## config.mk

```make
export PLATFORM = sky130hd
export DESIGN_NAME = datapath_seq
export DESIGN_NICKNAME = d
export VERILOG_FILES = /design/src/rtl/datapath_pkg.sv /design/src/rtl/seq_fifo.sv /design/src/rtl/datapath_seq.sv
export SDC_FILE = /design/constraint.sdc
export NUM_CORES = 1
export LEC_CHECK = 0
export BUFFER_PORTS_ARGS = -buffer_cell sky130_fd_sc_hd__buf_2
export CAP_MARGIN = 10
export CORE_UTILIZATION = 28
export CTS_CLUSTER_DIAMETER = 30
export DETAILED_ROUTE_END_ITERATION = 6
export PLACE_DENSITY = 0.51
export SLEW_MARGIN = 20
export SYNTH_ARGS = -nofsm -noshare
export SYNTH_HDL_FRONTEND = slang
export SYNTH_HIERARCHICAL = 1
export SYNTH_SLANG_ARGS = --single-unit
```

## constraint.sdc

```tcl
create_clock -name clk -period 3.2 [get_ports clk]
set_clock_uncertainty 0.15 [all_clocks]
set_input_delay 0.8 -clock clk [delete_from_list [all_inputs] [get_ports clk]]
set_output_delay 0.8 -clock clk [all_outputs]
set_load 0.03 [all_outputs]
```

## src/rtl/datapath_pkg.sv

```systemverilog
// rtl/datapath_pkg.sv - shared op codes, FSM states and instruction field positions
package datapath_pkg;

    localparam int INSTR_W = 9;
    localparam int OP_MSB  = 8;
    localparam int OP_LSB  = 6;
    localparam int RD_MSB  = 5;
    localparam int RD_LSB  = 4;
    localparam int RS1_MSB = 3;
    localparam int RS1_LSB = 2;
    localparam int RS2_MSB = 1;
    localparam int RS2_LSB = 0;

    localparam logic [2:0] OP_ADD = 3'b000;
    localparam logic [2:0] OP_SUB = 3'b001;
    localparam logic [2:0] OP_AND = 3'b010;
    localparam logic [2:0] OP_XOR = 3'b011;

    typedef enum logic [1:0] {
        ST_IDLE,
        ST_SETUP,
        ST_WRITE
    } state_t;

    function automatic logic op_legal(input logic [2:0] op);
        return op inside {OP_ADD, OP_SUB, OP_AND, OP_XOR};
    endfunction

endpackage

```

## src/rtl/seq_fifo.sv

```systemverilog
// rtl/seq_fifo.sv - instruction queue with pointers, occupancy count and full/empty flags
module seq_fifo #(
    parameter int DEPTH = 4,
    parameter int W     = 9
) (
    input  logic         clk,
    input  logic         rst,
    input  logic         push,
    input  logic         pop,
    input  logic [W-1:0] wdata,
    output logic [W-1:0] rdata,
    output logic         full,
    output logic         empty
);

    localparam int AW = $clog2(DEPTH);
    localparam logic [AW:0] COUNT_FULL = (AW+1)'(DEPTH);

    logic [W-1:0]  mem [DEPTH];
    logic [AW-1:0] wptr;
    logic [AW-1:0] rptr;
    logic [AW:0]   count;
    logic          do_push;
    logic          do_pop;

    // A push into a full queue is refused even when a pop frees a slot this cycle.
    assign do_push = push & ~full;
    assign do_pop  = pop & ~empty;
    assign full    = (count == COUNT_FULL);
    assign empty   = (count == '0);
    assign rdata   = mem[rptr];

    always_ff @(posedge clk) begin
        if (do_push) begin
            mem[wptr] <= wdata;
        end
    end

    always_ff @(posedge clk) begin
        if (rst) begin
            wptr  <= '0;
            rptr  <= '0;
            count <= '0;
        end else begin
            if (do_push) begin
                wptr <= wptr + 1'b1;
            end
            if (do_pop) begin
                rptr <= rptr + 1'b1;
            end
            case ({do_push, do_pop})
                2'b10:   count <= count + 1'b1;
                2'b01:   count <= count - 1'b1;
                default: count <= count;
            endcase
        end
    end

endmodule

```

## src/rtl/datapath_seq.sv

```systemverilog
// rtl/datapath_seq.sv - queued instruction sequencer driving a register-file datapath in SETUP/WRITE pairs
module datapath_seq
    import datapath_pkg::*;
#(
    parameter int FIFO_DEPTH = 4,
    parameter int CNT_W      = 16
) (
    input  logic             clk,
    input  logic             rst,
    input  logic [8:0]       instr,
    input  logic             instr_valid,
    output logic             instr_ready,
    output logic [1:0]       addr1,
    output logic [1:0]       addr2,
    output logic [1:0]       addr3,
    output logic [2:0]       alucontrol,
    output logic             wr,
    output logic             busy,
    output logic             retire,
    output logic             err,
    output logic [CNT_W-1:0] retired_cnt,
    output logic [CNT_W-1:0] err_cnt
);

    state_t               state;
    state_t               next_state;
    logic [INSTR_W-1:0]   head;
    logic [INSTR_W-1:0]   issue_reg;
    logic                 full;
    logic                 empty;
    logic                 push;
    logic                 pop;
    logic                 issue;
    logic                 drop;

    assign instr_ready = ~full & ~rst;
    assign push        = instr_valid & instr_ready;

    seq_fifo #(
        .DEPTH (FIFO_DEPTH),
        .W     (INSTR_W)
    ) u_fifo (
        .clk   (clk),
        .rst   (rst),
        .push  (push),
        .pop   (pop),
        .wdata (instr),
        .rdata (head),
        .full  (full),
        .empty (empty)
    );

    // IDLE and WRITE both look at the head, which gives the 2-cycle issue cadence.
    always_comb begin
        next_state = state;
        pop        = 1'b0;
        issue      = 1'b0;
        drop       = 1'b0;
        case (state)
            ST_IDLE, ST_WRITE: begin
                next_state = ST_IDLE;
                if (!empty) begin
                    pop = 1'b1;
                    if (op_legal(head[OP_MSB:OP_LSB])) begin
                        issue      = 1'b1;
                        next_state = ST_SETUP;
                    end else begin
                        drop = 1'b1;
                    end
                end
            end
            ST_SETUP: next_state = ST_WRITE;
            default:  next_state = ST_IDLE;
        endcase
    end

    always_ff @(posedge clk) begin
        if (rst) begin
            state       <= ST_IDLE;
            issue_reg   <= '0;
            err         <= 1'b0;
            retired_cnt <= '0;
            err_cnt     <= '0;
        end else begin
            state <= next_state;
            err   <= drop;
            if (issue) begin
                issue_reg <= head;
            end
            if (drop) begin
                err_cnt <= err_cnt + 1'b1;
            end
            if (state == ST_WRITE) begin
                retired_cnt <= retired_cnt + 1'b1;
            end
        end
    end

    assign addr1      = issue_reg[RS1_MSB:RS1_LSB];
    assign addr2      = issue_reg[RS2_MSB:RS2_LSB];
    assign addr3      = issue_reg[RD_MSB:RD_LSB];
    assign alucontrol = issue_reg[OP_MSB:OP_LSB];
    assign wr         = (state == ST_WRITE);
    assign retire     = (state == ST_WRITE);
    assign busy       = (state != ST_IDLE) | ~empty;

endmodule

```

Yosys cells after proc, flatten, opt, wreduce, memory -nomap -nowiden
Memory sizes are Yosys's and may differ from the RTL's. A register that Yosys moved wholly into a read port is not among the register bits.
Index checks and enable logic that the tools add are counted.
{"block": "op_classes", "add_sub_neg": 6, "eq_ne": 8, "n_mux": 16, "n_bitwise": 8, "n_reduce_logical": 7}
{"cell": "16-bit by 1-bit adder with 16-bit output (second input constant)", "n": 2}
{"cell": "1-bit two-way mux", "n": 12}
{"cell": "3-bit by 2-bit == test with 1-bit output (second input constant)", "n": 2}
{"cell": "3-bit logical NOT", "n": 2}
{"cell": "3-bit one-hot mux with 2 select lines", "n": 1}
{"cell": "2-bit by 1-bit adder with 2-bit output (second input constant)", "n": 2}
{"cell": "1-bit AND", "n": 4}
{"cell": "2-bit by 1-bit == test with 1-bit output (second input constant)", "n": 2}
{"cell": "2-bit == test (second input constant)", "n": 2}
{"cell": "2-bit two-way mux", "n": 2}
{"cell": "2-bit one-hot mux with 2 select lines", "n": 1}
{"cell": "2-bit nonzero test", "n": 2}
{"cell": "4-bit nonzero test", "n": 1}
{"cell": "3-bit by 1-bit adder with 3-bit output (second input constant)", "n": 1}
{"cell": "3-bit by 1-bit == test with 1-bit output (second input constant)", "n": 1}
{"cell": "3-bit == test (second input constant)", "n": 1}
{"cell": "1-bit inverter", "n": 3}
{"cell": "3-bit by 1-bit subtractor with 3-bit output (second input constant)", "n": 1}
{"cell": "2-bit logical NOT", "n": 1}
{"cell": "2-bit OR reduction", "n": 1}
{"cell": "1-bit OR", "n": 1}
{"block": "word_totals", "regBits": 51, "ram_bits": 36, "inputBits": 12, "out_inout_bits": 46, "elab_cells": 54, "n_memories": 1}
{"memory": "u_fifo.mem", "depth": 4, "word_bits": 9, "read_ports": 1, "rd_ports_with_merged_regs": 1, "wr": 1, "line": "seq_fifo.sv:19", "text": "logic [W-1:0] mem [DEPTH];"}

Longest topological paths before layout
{"block": "logic_depth", "ltp_word": 7, "ltp_mapped": 12}

By module
The synthesis kept the hierarchy.
{"module": "datapath_seq", "n_inst": 1, "cells_each": 212, "area_each_um2": 1870.5}
{"module": "seq_fifo", "n_inst": 1, "cells_each": 101, "area_each_um2": 1778.0}

Worst setup path after synthesis
No wires, ideal clock.
{"block": "synth_timing", "kind": "input to register", "start": "input port rst", "end": "register u_fifo.count[2]", "t_arrival_ns": 2.897, "path_slack_ns": 0.083, "path_stages": 12, "cell_sequence": "clkbuf_1 -> nor2_1 -> and2_1 -> inv_1 -> nor2_1 -> inv_1 -> ha_1 -> inv_1 -> fa_1 -> xor2_1 -> or3_1 -> a21oi_1"}
{"block": "synth_via", "elab_chain_len": 6, "elab_cells_between_ends": 8}
{"element": "start, declared", "line": "datapath_seq.sv:9", "text": "input logic rst,"}
{"element": "1-bit inverter *", "line": "datapath_seq.sv:36", "text": "assign instr_ready = ~full & ~rst;"}
{"element": "1-bit AND *", "line": "datapath_seq.sv:36"}
{"element": "via instr_ready", "line": "datapath_seq.sv:12", "text": "output logic instr_ready,"}
{"element": "1-bit AND *", "line": "datapath_seq.sv:37", "text": "assign push = instr_valid & instr_ready;"}
{"element": "via push", "line": "datapath_seq.sv:31", "text": "logic push;"}
{"element": "1-bit AND *", "line": "seq_fifo.sv:27", "text": "assign do_push = push & ~full;"}
{"element": "2-bit by 1-bit == test with 1-bit output or 2-bit == test (tied branches)", "line": "seq_fifo.sv:51", "text": "case ({do_push, do_pop})"}
{"element": "3-bit one-hot mux with 2 select lines or 2-bit nonzero test (tied branches)"}
{"element": "end signal, assigned", "line": "seq_fifo.sv:52", "text": "2'b10: count <= count + 1'b1;"}
{"element": "end signal, assigned", "line": "seq_fifo.sv:53", "text": "2'b01: count <= count - 1'b1;"}
{"element": "end signal, assigned", "line": "seq_fifo.sv:54", "text": "default: count <= count;"}
{"element": "end, declared", "line": "seq_fifo.sv:22", "text": "logic [AW:0] count;"}
The timed path passes the listed nets; every way through them passes the cells marked *.
A chain may end at the register's enable or synchronous reset.

Worst setup path after layout
{"block": "layout_timing", "start": "register u_fifo.count[2]", "end": "register u_fifo.count[2]"}
{"block": "layout_via", "elab_chain_len": 7, "elab_cells_between_ends": 16}
{"element": "3-bit == test *", "line": "seq_fifo.sv:29", "text": "assign full = (count == COUNT_FULL);"}
{"element": "via full", "line": "datapath_seq.sv:29", "text": "logic full;"}
{"element": "1-bit inverter *", "line": "datapath_seq.sv:36"}
{"element": "1-bit AND *", "line": "datapath_seq.sv:36"}
{"element": "1-bit AND *", "line": "datapath_seq.sv:37"}
{"element": "via push", "line": "datapath_seq.sv:31"}
{"element": "1-bit AND *", "line": "seq_fifo.sv:27"}
{"element": "2-bit by 1-bit == test with 1-bit output or 2-bit == test (tied branches)", "line": "seq_fifo.sv:51"}
{"element": "3-bit one-hot mux with 2 select lines or 2-bit nonzero test (tied branches)"}
Marked as above.

==> flow_metrics.py <==
metrics = {
    "min_path": {
        "holdPathEnd": "issue_reg[0]$_SDFFE_PP0P_",
        "hp-start": "issue_reg[0]$_SDFFE_PP0P_",
        "holdPathStages": 2,
        "hp-class": "reg2reg",
    },
    "timing": {
        "period_share_pct": 79.6,
        "rsz0062_at_grt": "false",
        "fin_tns_setup_ps": 0,
        "max-slew-margin-rel_pct": 61.9,
        "max_freq_mhz": 392,
        "setup_violations": 0,
        "hold_viol_final": 0,
        "layout_min_cycle_time_ps": 2550,
        "tightest_slew_ps": 572,
        "slew_violations": 0,
    },
    "critical_path": {
        "max_stage_delay_ps": 420,
        "start_kind": "register",
        "crit_chain": "nor3b_2 -> nor2_1 -> and2_1 -> inv_1 -> nor2_1 -> inv_1 -> ha_1 -> inv_1 -> fa_1 -> xor2_1 -> or3_1 -> a21oi_1",
        "critPathCaptureType": "register",
        "r2r_slack_ps": 650,
        "reg2reg_from": "u_fifo/count[2]$_SDFFE_PP0P_",
        "criticalPathCategory": "reg2reg",
        "cp.arrival_ps": 2680,
        "cp.required_ps": 3330,
        "cp.depth": 12,
        "path_max_fanout": 5,
        "worst_r2r_endpoint": "u_fifo/count[2]$_SDFFE_PP0P_",
        "cp_common_cell": "inv_1",
        "slowest_stage": "dfxtp_1",
        "cp_top_family": "simple AND/OR/NAND/NOR gates",
        "reg2regPathDepth": 12,
        "critPathBufInv": 3,
    },
    "cells_and_area": {
        "syn2layout_area_growth_pct": 21.8,
        "final_layout_size_suffix_gt1_share_pct": 25.1,
        "largest_reg_flops": 36,
        "final_common_cell": "buf_2",
        "fin_area_mm2": 0.00445,
        "regMostFlops": "u_fifo/mem",
        "biggestRegsByFlops": "u_fifo/mem x36, err_cnt x16, retired_cnt x16",
        "layout_common_cells": "buf_2 (57), dfxtp_1 (53), edfxtp_1 (36)",
        "utilization_pct": 35.1,
        "diodes": 0,
        "fin_cells": 551,
        "final_nets": 394,
    },
    "global_routing": {
        "grt_max_degree": 55,
        "grt_pass1_wl_um": 11200,
        "track_usage_pct": 11.2,
        "gr-total-overflow": 0,
        "grtUsageMet1_pct": 14.0,
        "met2_usage_pct": 17.3,
        "antenna_found_initial": 0,
        "grt_pass1_vias": 2240,
        "grt_use_met3_pct": 4.05,
        "top_usage_layer": "met2",
    },
    "placement": {
        "dp.cells": 535,
        "placed_area_mm2": 0.00413,
        "dpl.hpwl_um": 4740,
        "io_buffers": 57,
        "gp_congestion": 0.736,
    },
    "routing": {
        "firstDrtPassIters": 4,
        "vias": 2453,
        "drt_iter0_drc": 176,
        "vias_per_cell": 4.45,
        "drt_wl_total_um": 6920,
        "routedWlPerCell_um": 12.6,
        "drc": 0,
        "final_antenna_net_count": 0,
    },
    "clocking": {
        "cts_made_buffers": 9,
        "cts_tree": "built",
        "clk_pin_slew_ps": 70,
        "htreeDepth": 3,
        "cts_root_buffer": "clkbuf_16",
        "cts_setup_buffers": 0,
        "cts_hold_buf": 0,
        "ctsResizeCount": 0,
        "cts_sinks": 89,
        "insertion_delay_ps": 350,
        "clock_path_buffers": 2,
    },
    "synth": {
        "syn_inst": 313,
        "syn_area_mm2": 0.00365,
        "synth_edf_count": 36,
        "avgSynthCellArea_um2": 11.7,
        "ys_types": 42,
        "ys_seq_elements": 89,
        "synth-main-ff-cell": "dfxtp_1",
        "synthArstFlopShare_pct": 0,
        "ys_seq_area_share_pct": 58.7,
        "syn_nets": 333,
        "yosys_warnings": 6,
    },
    "power": {
        "power_w": 0.00298,
        "cellLeakagePower_nw": 1.66,
        "max-vdd-ir-drop_v": 0.000260,
        "power.density_mw_per_mm2": 671,
    },
    "job": {
        "cap_viol_max_count": 0,
    },
    "die": {
        "fp-row-count": 41,
        "fp.coreArea_mm2": 0.0127,
        "start_util_pct": 28.8,
        "die_w_um": 116,
        "fp.dieArea_mm2": 0.0135,
        "ioPinCount": 58,
        "fp.dieH_um": 116,
    },
    "outcome": {
        "run_status": "completed",
    },
}
[cells in the mapped netlist (2+ instances only)]
cell / instances / area (um^2)
dfxtp_1: 53 / 1060
nand2b_1: 2 / 12.5
xnor2_1: 8 / 70.1
nand2_1: 26 / 97.6
nor3_1: 4 / 20.0
nor2b_1: 3 / 18.8
a21oi_1: 21 / 105
nand4_1: 9 / 56.3
inv_1: 9 / 33.8
ha_1: 7 / 87.6
xor2_1: 15 / 131
nand3_1: 9 / 45.0
and4_1: 4 / 35.0
nor2_1: 34 / 128
mux2i_1: 3 / 30.0
edfxtp_1: 36 / 1080
or3_1: 12 / 75.1
and3_1: 2 / 12.5
buf_2: 2 / 10.0
nor4_1: 2 / 12.5
clkbuf_1: 7 / 26.3
o21ai_0: 11 / 55.1
nor3b_1: 2 / 15.0
and2_1: 6 / 37.5
mux4_2: 9 / 203
[where the power goes]
group | switching (W) | internal [W] | leakage (nW)
sequential | 0.0000630 | 0.00126 | 0.755
clock | 0.000474 | 0.000646 | 0.158
combinational | 0.000335 | 0.000209 | 0.748
[routing by layer]
layer / wire (um) / share of wire (%)
met1: 3230 / 47
met2: 3260 / 47
met3: 294 / 4.2
met4: 130 / 1.9
met5: 0 / 0
[worst max-delay path by stage]
| stage | slack (ps) | to | from |
|---|---|---|---|
| after detailed placement | 470 | u_fifo/count[2]$_SDFFE_PP0P_ | rst |
| after CTS | 640 | u_fifo/count[2]$_SDFFE_PP0P_ | u_fifo/count[2]$_SDFFE_PP0P_ |
| final | 650 | u_fifo/count[2]$_SDFFE_PP0P_ | u_fifo/count[2]$_SDFFE_PP0P_ |
| after global routing | 440 | u_fifo/count[2]$_SDFFE_PP0P_ | u_fifo/count[2]$_SDFFE_PP0P_ |
| after global placement | 540 | u_fifo/count[2]$_SDFFE_PP0P_ | rst |
| after floorplan | 80 | u_fifo/count[2]$_SDFFE_PP0P_ | rst |
[cells by family after synthesis]
logic type | count (synthesis) | share of synthesized area, %
AOI/OAI and AO/OA | 34 | 4.94
buffers and inverters | 21 | 2.54
adders and majority gates | 8 | 2.95
and+or+nand+nor | 125 | 18.7
muxes | 13 | 6.69
DFF | 89 | 58.7
xor gates and xnor gates | 23 | 5.52
[worst min-delay path: cells and delay by family, from the launching register on]
kind | cells | cell delay (ps)
compound gates | 1 | 50
flops | 1 | 310
simple gates | 1 | 50
[stage by stage]
step	setup WS (ps)	hold WS (ps)
after global routing	439	323
final	652	301
after floorplan	83.2	309
after CTS	640	305
after global placement	540	292
after detailed placement	474	295
[cell type report]
class / instances / area (um^2)
timing repair buffer: 62 / 323
fill: 1267 / 8230
clock buffer: 10 / 239
sequential: 89 / 2140
tap: 172 / 215
multi-input combinational: 203 / 1410
inverter: 9 / 33.8
clock inverter: 6 / 78.8
(Power assumes the default switching activity.)
